==> src/rtl/wash_phase_timer.sv <==
// Per-phase countdown for the washer controller: prescales CLOCK_50 to a 1 s tick,
// loads the duration of the phase the controller reports and pulses advance when it expires.
module wash_phase_timer #(
    parameter int TICK_DIV = 50000000,
    parameter int T_FILL   = 8,
    parameter int T_AGIT   = 10,
    parameter int T_SOAK   = 6,
    parameter int T_AGIT2  = 10,
    parameter int T_DRAIN  = 8,
    parameter int T_SPIN   = 12,
    parameter int CNT_W    = 8
) (
    input  logic             CLOCK_50,
    input  logic             RESET_N,
    input  logic [2:0]       phase,
    input  logic             start,
    input  logic             pause,
    input  logic             abort,
    output logic             advance,
    output logic [CNT_W-1:0] time_left,
    output logic             running,
    output logic             done,
    output logic             tick
);

    localparam int PW = (TICK_DIV > 1) ? $clog2(TICK_DIV) : 1;
    localparam logic [PW-1:0] PRESC_LAST = PW'(TICK_DIV - 1);

    typedef enum logic [2:0] {
        IDLE,
        LOAD,
        RUN,
        PAUSED,
        DONE
    } state_t;

    state_t           state_q, state_d;
    logic [PW-1:0]    presc_q, presc_d;
    logic [CNT_W-1:0] time_left_q, time_left_d;
    logic             advance_q, advance_d;
    logic             running_q, running_d;
    logic             done_q, done_d;
    logic             tick_q, tick_d;
    logic             start_q;
    logic             start_edge;
    logic             presc_wrap;
    logic [CNT_W-1:0] phase_dur;

    function automatic logic [CNT_W-1:0] duration_of(input logic [2:0] p);
        case (p)
            3'd1:    duration_of = CNT_W'(T_FILL);
            3'd2:    duration_of = CNT_W'(T_AGIT);
            3'd3:    duration_of = CNT_W'(T_SOAK);
            3'd4:    duration_of = CNT_W'(T_AGIT2);
            3'd5:    duration_of = CNT_W'(T_DRAIN);
            3'd6:    duration_of = CNT_W'(T_SPIN);
            default: duration_of = '0;
        endcase
    endfunction

    assign start_edge = start && !start_q;
    assign presc_wrap = (presc_q == PRESC_LAST);
    assign phase_dur  = duration_of(phase);

    always_comb begin
        state_d     = state_q;
        presc_d     = presc_q;
        time_left_d = time_left_q;
        advance_d   = 1'b0;
        tick_d      = 1'b0;

        if (abort) begin
            state_d     = IDLE;
            presc_d     = '0;
            time_left_d = '0;
        end else begin
            case (state_q)
                IDLE: begin
                    presc_d     = '0;
                    time_left_d = '0;
                    if (start_edge && phase == 3'd0) begin
                        advance_d = 1'b1;
                        state_d   = LOAD;
                    end
                end
                LOAD: begin
                    presc_d = '0;
                    // While our own advance is still visible the controller has not stepped yet.
                    if (!advance_q) begin
                        if (phase == 3'd0) begin
                            state_d     = DONE;
                            time_left_d = '0;
                        end else if (phase == 3'd7) begin
                            state_d     = IDLE;
                            time_left_d = '0;
                        end else if (phase_dur == '0) begin
                            advance_d   = 1'b1;
                            time_left_d = '0;
                        end else begin
                            time_left_d = phase_dur;
                            state_d     = RUN;
                        end
                    end
                end
                RUN: begin
                    if (presc_wrap) begin
                        presc_d = '0;
                        tick_d  = 1'b1;
                        if (time_left_q > CNT_W'(1)) begin
                            time_left_d = time_left_q - CNT_W'(1);
                        end else begin
                            time_left_d = '0;
                            advance_d   = 1'b1;
                            state_d     = LOAD;
                        end
                    end else begin
                        presc_d = presc_q + PW'(1);
                    end
                    if (pause && state_d == RUN) begin
                        state_d = PAUSED;
                    end
                end
                PAUSED: begin
                    if (!pause) begin
                        state_d = RUN;
                    end
                end
                DONE: begin
                    presc_d     = '0;
                    time_left_d = '0;
                    if (!start) begin
                        state_d = IDLE;
                    end
                end
                default: begin
                    state_d     = IDLE;
                    presc_d     = '0;
                    time_left_d = '0;
                end
            endcase
        end

        running_d = (state_d == RUN) || (state_d == PAUSED);
        done_d    = (state_d == DONE);
    end

    always_ff @(posedge CLOCK_50 or negedge RESET_N) begin
        if (!RESET_N) begin
            state_q     <= IDLE;
            presc_q     <= '0;
            time_left_q <= '0;
            advance_q   <= 1'b0;
            running_q   <= 1'b0;
            done_q      <= 1'b0;
            tick_q      <= 1'b0;
            start_q     <= 1'b0;
        end else begin
            state_q     <= state_d;
            presc_q     <= presc_d;
            time_left_q <= time_left_d;
            advance_q   <= advance_d;
            running_q   <= running_d;
            done_q      <= done_d;
            tick_q      <= tick_d;
            start_q     <= start;
        end
    end

    assign advance   = advance_q;
    assign time_left = time_left_q;
    assign running   = running_q;
    assign done      = done_q;
    assign tick      = tick_q;

endmodule

==> config.mk <==
export PLATFORM = sky130hd
export DESIGN_NAME = wash_phase_timer
export DESIGN_NICKNAME = d
export VERILOG_FILES = /design/src/rtl/wash_phase_timer.sv
export SDC_FILE = /design/constraint.sdc
export NUM_CORES = 1
export LEC_CHECK = 0
export BUFFER_PORTS_ARGS = -buffer_cell sky130_fd_sc_hd__buf_2
export CAP_MARGIN = 20
export CORE_MARGIN = 2
export CORE_UTILIZATION = 59
export CTS_CLUSTER_SIZE = 8
export DETAILED_ROUTE_END_ITERATION = 8
export PLACE_DENSITY = 0.85
export SLEW_MARGIN = 20
export SYNTH_ARGS = -nofsm -noshare
export SYNTH_HDL_FRONTEND = slang
export SYNTH_SLANG_ARGS = --single-unit
==> constraint.sdc <==
create_clock -name CLOCK_50 -period 2.8 [get_ports CLOCK_50]
set_input_delay 0.14 -clock CLOCK_50 [delete_from_list [all_inputs] [get_ports CLOCK_50]]
set_output_delay 0.14 -clock CLOCK_50 [all_outputs]
set_load 0.1 [all_outputs]
Yosys cells after proc, flatten, opt, wreduce, memory -nomap -nowiden --
Index checks and enable logic that the tools add are counted.
Cells by class: multiplexer cells 38, reductions and logical operators 11, eq/ne operators 19, $add $sub $neg 2, order comparisons 1
Operators by type and width (count):
- two-way mux 8 bit | 7
- two-way mux 26 bit | 2
- one-hot mux 26 bit (2 select lines) | 1
- two-way mux 3 bit | 13
- adder 26 x 1 -> 26 bit, second input constant | 1
- == test 26 bit, second input constant | 1
- one-hot mux 8 bit (3 select lines) | 1
- == test 3 x 2 -> 1 bit, second input constant | 7
- == test 3 bit, second input constant | 6
- one-hot mux 4 bit (4 select lines) | 1
- one-hot mux 3 bit (5 select lines) | 1
- two-way mux 1 bit | 11
- > comparator 8 x 1 -> 1 bit, second input constant | 1
- zero test 8 bit | 1
- subtractor 8 x 1 -> 8 bit, second input constant | 1
- == test 3 x 1 -> 1 bit, second input constant | 2
- zero test 3 bit | 2
- != test 3 bit, second input constant | 2
- OR reduction 2 bit | 2
- logical AND 1 bit | 3
- one-hot mux 1 bit (3 select lines) | 1
- AND reduction 3 bit | 1
- != test 2 bit, second input constant | 1
- zero test 1 bit | 1
- logical OR 1 bit | 1
Word-level totals: bits of input ports 8, bits in registers 42, logic and storage cells 79, output and inout bits 12

Depth between registers and ports, before layout --
depth after elaboration 12, depth in mapped cells 7, mapped depth without buffers 7

Least setup slack after synthesis --
Ideal clock, no wire load.
kind flip-flop to flip-flop, from reg time_left_q[0], in the netlist time_left[0], to reg time_left_q[1], in the netlist time_left[1], required time 2731 ps, cell stages (with the launch flop) 8, clock period less this slack 2392 ps, library setup time 69 ps, data arrival time 2322 ps, path buffers 0, slack 408 ps, cells stage by stage dfrtp_1 inv_1 ha_1 nor2_1 nor3_2 or4_1 a21oi_1 mux2_2
On the way: word-level cells in the longest chain between the ends 5, elaborated cells between the ends (all ways) 6, classes of those cells add/sub (1); order compare (1); mux (4)
RTL lines:
- start, declared | RTL line 39 | logic [CNT_W-1:0] time_left_q, time_left_d;
- start signal, assigned | RTL line 160 | time_left_q <= time_left_d;
- subtractor 8 x 1 -> 8 bit / > comparator 8 x 1 -> 1 bit (equally long branches) | RTL line 110, 109
- two-way mux 8 bit (*) | RTL line 109 | if (time_left_q > CNT_W'(1)) begin
- two-way mux 8 bit (*) | RTL line 106 | if (presc_wrap) begin
- one-hot mux 8 bit (3 select lines) (*) | RTL line 77 | case (state_q)
- two-way mux 8 bit (*) | RTL line 72 | if (abort) begin
Mark *: on every way between the ends. The rest lies on a longest branch, timed or not. The select of a mux whose other input is x is not followed. A chain may end at the register's enable or synchronous reset.

Worst setup path in the final report --
from reg presc_q[11], to reg time_left_q[1], in the netlist time_left[1]
On the way: word-level cells in the longest chain between the ends 3
RTL lines:
- start, declared | RTL line 38 | logic [PW-1:0] presc_q, presc_d;
- start signal, assigned | RTL line 159 | presc_q <= presc_d;
- == test 26 bit | RTL line 62 | assign presc_wrap = (presc_q == PRESC_LAST);
- != test 3 bit (no line)
- AND reduction 3 bit (no line)
Every way passes these cells.

==> results.toml <==
[synthesis]
ys_async_sr_fraction_pct = 100.0
synthDominantCellAreaShare_pct = 43.82
yosysWarnings = 0
ys_types = 49
ys_seq_area_share_pct = 43.82
synth-edff-count = 0
synth.area.top_cells = "dfrtp_1 (44%), nor2_1 (5.2%), nand2_1 (4.2%)"
syn_nets = 285
synth_top_area_cell = "dfrtp_1"
ys_dominant_reg_cell = "dfrtp_1"
syn_area_um2 = 2399
syn_avg_cell_area_um2 = 8.754
ys_ff_latch = 42
synthesis.instances = 274

[sta]
fmax_ghz = 0.4168
slew-limit-headroom_pct = 38.19
hold_violations = 42
holdWs_ns = -0.02507
rsz0062_at_grt = "no"
min_period_ns = 2.399
setup_viol = 0
worst_slew_pin_slew_ns = 0.9272
setup_tns_ns = 0
finalMaxSlewViolations = 0
post-route-period-util_pct = 85.69
finClkSkew_ns = 0.01223

[clocking]
cts_buffers = 5
h-tree-depth = 2
ctsResizeCount = 0
clkSlewWorstSetupHoldPaths_ns = 0.08
clk_path_buf_depth = 2
ctsRootBufferMaster = "clkbuf_8"
cts_tree = "yes"
cts.sinks = 42
worstSkewPairLatency_ns = 0.30

[placement]
dp_hpwl_um = 3823
port_buffers = 19
placed_area_um2 = 2562
gp_congestion = 0.8932

[global_routing]
grt_pass1_vias = 1976
grt_usage_pct = 26.39
use_met1_pct = 36.31
grt_remaining_overflow = 0
met3_usage_pct = 4.667
grt_pass1_wl_um = 8983
busiest_layer = "met2"
grt_start_max_net_pins = 43
met2_usage_pct = 41.05
antenna_found_initial = 0

[route]
viasPerCell = 6.147
drt-pass1-iter-count = 4
vias = 2139
wl_um = 5368
first_iter_violations = 219
drtAntennaViolNets = 0
wl_per_cell_um = 15.43
route.detailed.drc = 0

[floorplanning]
io_pins = 20
rows = 23
chipWidth_um = 67.76
core_area_um2 = 3943
start_util_pct = 60.84
die_h_um = 67.76
die-area_um2 = 4591

[min_path]
hold_class = "input port to asynchronous set/reset pin"

[setup_path]
path_class = "flop to flop"
arrival_ns = 2.58
critPathCaptureType = "flop"
cp_max_fo = 16
cp-start-kind = "flop"
required_ns = 2.98

[run_status]
outcome = "finished with violations"
violations = "hold timing"

[power]
ir_drop_v = 0.0002500
power_leakage_nw = 1.156
powerDensity_nw_per_um2 = 389.3
power_mw = 1.035

[finish]
area_growth_pct = 10.85
fin_area_um2 = 2659
final_nets = 308
drive_above_1_share_pct = 13.42
antennaDiodeCount = 0

[flow_run]
cap_violations = 0
placed cells by master (no fill, tap or decap), drive strengths merged, types with 3 or more instances in the layout:
| master | instances |
|---|---|
| o211ai | 4 |
| nor3 | 17 |
| ha | 3 |
| inv | 8 |
| nand2 | 27 |
| o21ai | 14 |
| and4 | 3 |
| or2 | 4 |
| or4 | 3 |
| clkbuf | 6 |
| nand3 | 12 |
| buf | 23 |
| xor2 | 5 |
| a22o | 3 |
| dfrtp | 42 |
| a31oi | 10 |
| nand4 | 7 |
| or3 | 6 |
| xnor2 | 6 |
| nor4 | 5 |
| a21oi | 15 |
| nand2b | 5 |
| nor2 | 33 |
| and3 | 5 |
| a32oi | 3 |
routing by layer:
layer  part of all wire, %  wire length (um)  up-vias
li1                      -                 -     1051
met1                    46              2481     1026
met2                    48              2589       55
met3                   4.1               218        7
met4                   1.5                78        0
met5                     0                 0        -
Yosys cell counts, drive strengths merged, types with 4 or more instances:
| master | count |
|---|---|
| dfrtp | 42 |
| nor2 | 33 |
| nand2 | 27 |
| nor3 | 17 |
| a21oi | 15 |
| o21ai | 14 |
| nand3 | 12 |
| a31oi | 10 |
| clkbuf | 8 |
| inv | 8 |
| nand4 | 7 |
| or3 | 6 |
| xnor2 | 6 |
| and3 | 5 |
| nand2b | 5 |
| nor4 | 5 |
| xor2 | 5 |
| o211ai | 4 |
| or2 | 4 |
power by group:
part / internal [mW] / switching, mW / total (mW)
clock: 0.176 / 0.212 / 0.388
sequential: 0.608 / 0.00187 / 0.609
combinational: 0.0105 / 0.0273 / 0.0378
cell type report:
class / count / area [um^2]
Clock buffer: 6 / 72.57
Clock inverter: 2 / 13.76
Fill cell: 313 / 1284
Inverter: 8 / 30.03
Multi-Input combinational cell: 216 / 1294
Sequential cell: 42 / 1051
Tap cell: 50 / 62.56
Timing Repair Buffer: 24 / 135.1
cells by family (layout without fill, tap and decap cells):
group           count (synthesis)  in the layout  synth area share (%)
fa+ha+maj                       3              3                 1.565
xor+xnor                       11             11                 4.017
buf+inv                        16             40                 2.504
compound gates                 63             63                 16.95
mux                             1              1                0.4695
simple gates                  138            138                 30.67
flops                          42             42                 43.82
sequential cells by signal, summed over array words and instances, names as in the netlist:
signal     cells
time_left      8
tick           1
advance        1
state_q        3
running        1
start_q        1
presc_q       26
done           1
critical path: stages (launching register included):
cell     delay (ns)
dfrtp_1        0.44
or4b_4         0.58
nor4_4         0.35
a21oi_2        0.26
nor2_1         0.28
mux2_2         0.37
repair_timing:
| item | CTS | global route |
|---|---|---|
| hold buffers | 1 | 0 |
| endpoints found under the hold margin | 1 | 0 |
| buffers inserted | 0 | 0 |
per-stage QoR:
stage	std cells	setup WS [ns]	hold WS, ns	utilization, %
3_5_place_dp	339	0.4763	0.2769	65.00
6_report	348	0.4006	-0.02507	67.44
5_1_grt	348	0.2731	0.06439	67.44
2_1_floorplan	274	0.4084	-0.1556	-
4_1_cts	348	0.4418	0.01249	67.44
3_3_place_gp	339	0.5323	0.2728	65.00
path summary, 6_finish.rpt:
| kind | from | to | slack (ns) | cells after the start |
|---|---|---|---|---|
| worst max register to register | presc_q[11] | time_left[1] | 0.40 | 5 |
| min in group CLOCK_50 | abort | advance | 0.09 | 2 |
| worst max-delay path | presc_q[11] | time_left[1] | 0.40 | 5 |
| worst min register to register | presc_q[3] | presc_q[3] | 0.52 | 1 |
| max in group asynchronous | RESET_N | start_q | 2.25 | 1 |
| worst min-delay path | RESET_N | presc_q[15] | -0.03 | 1 |
Note: power is estimated with default switching activity, not from simulation.
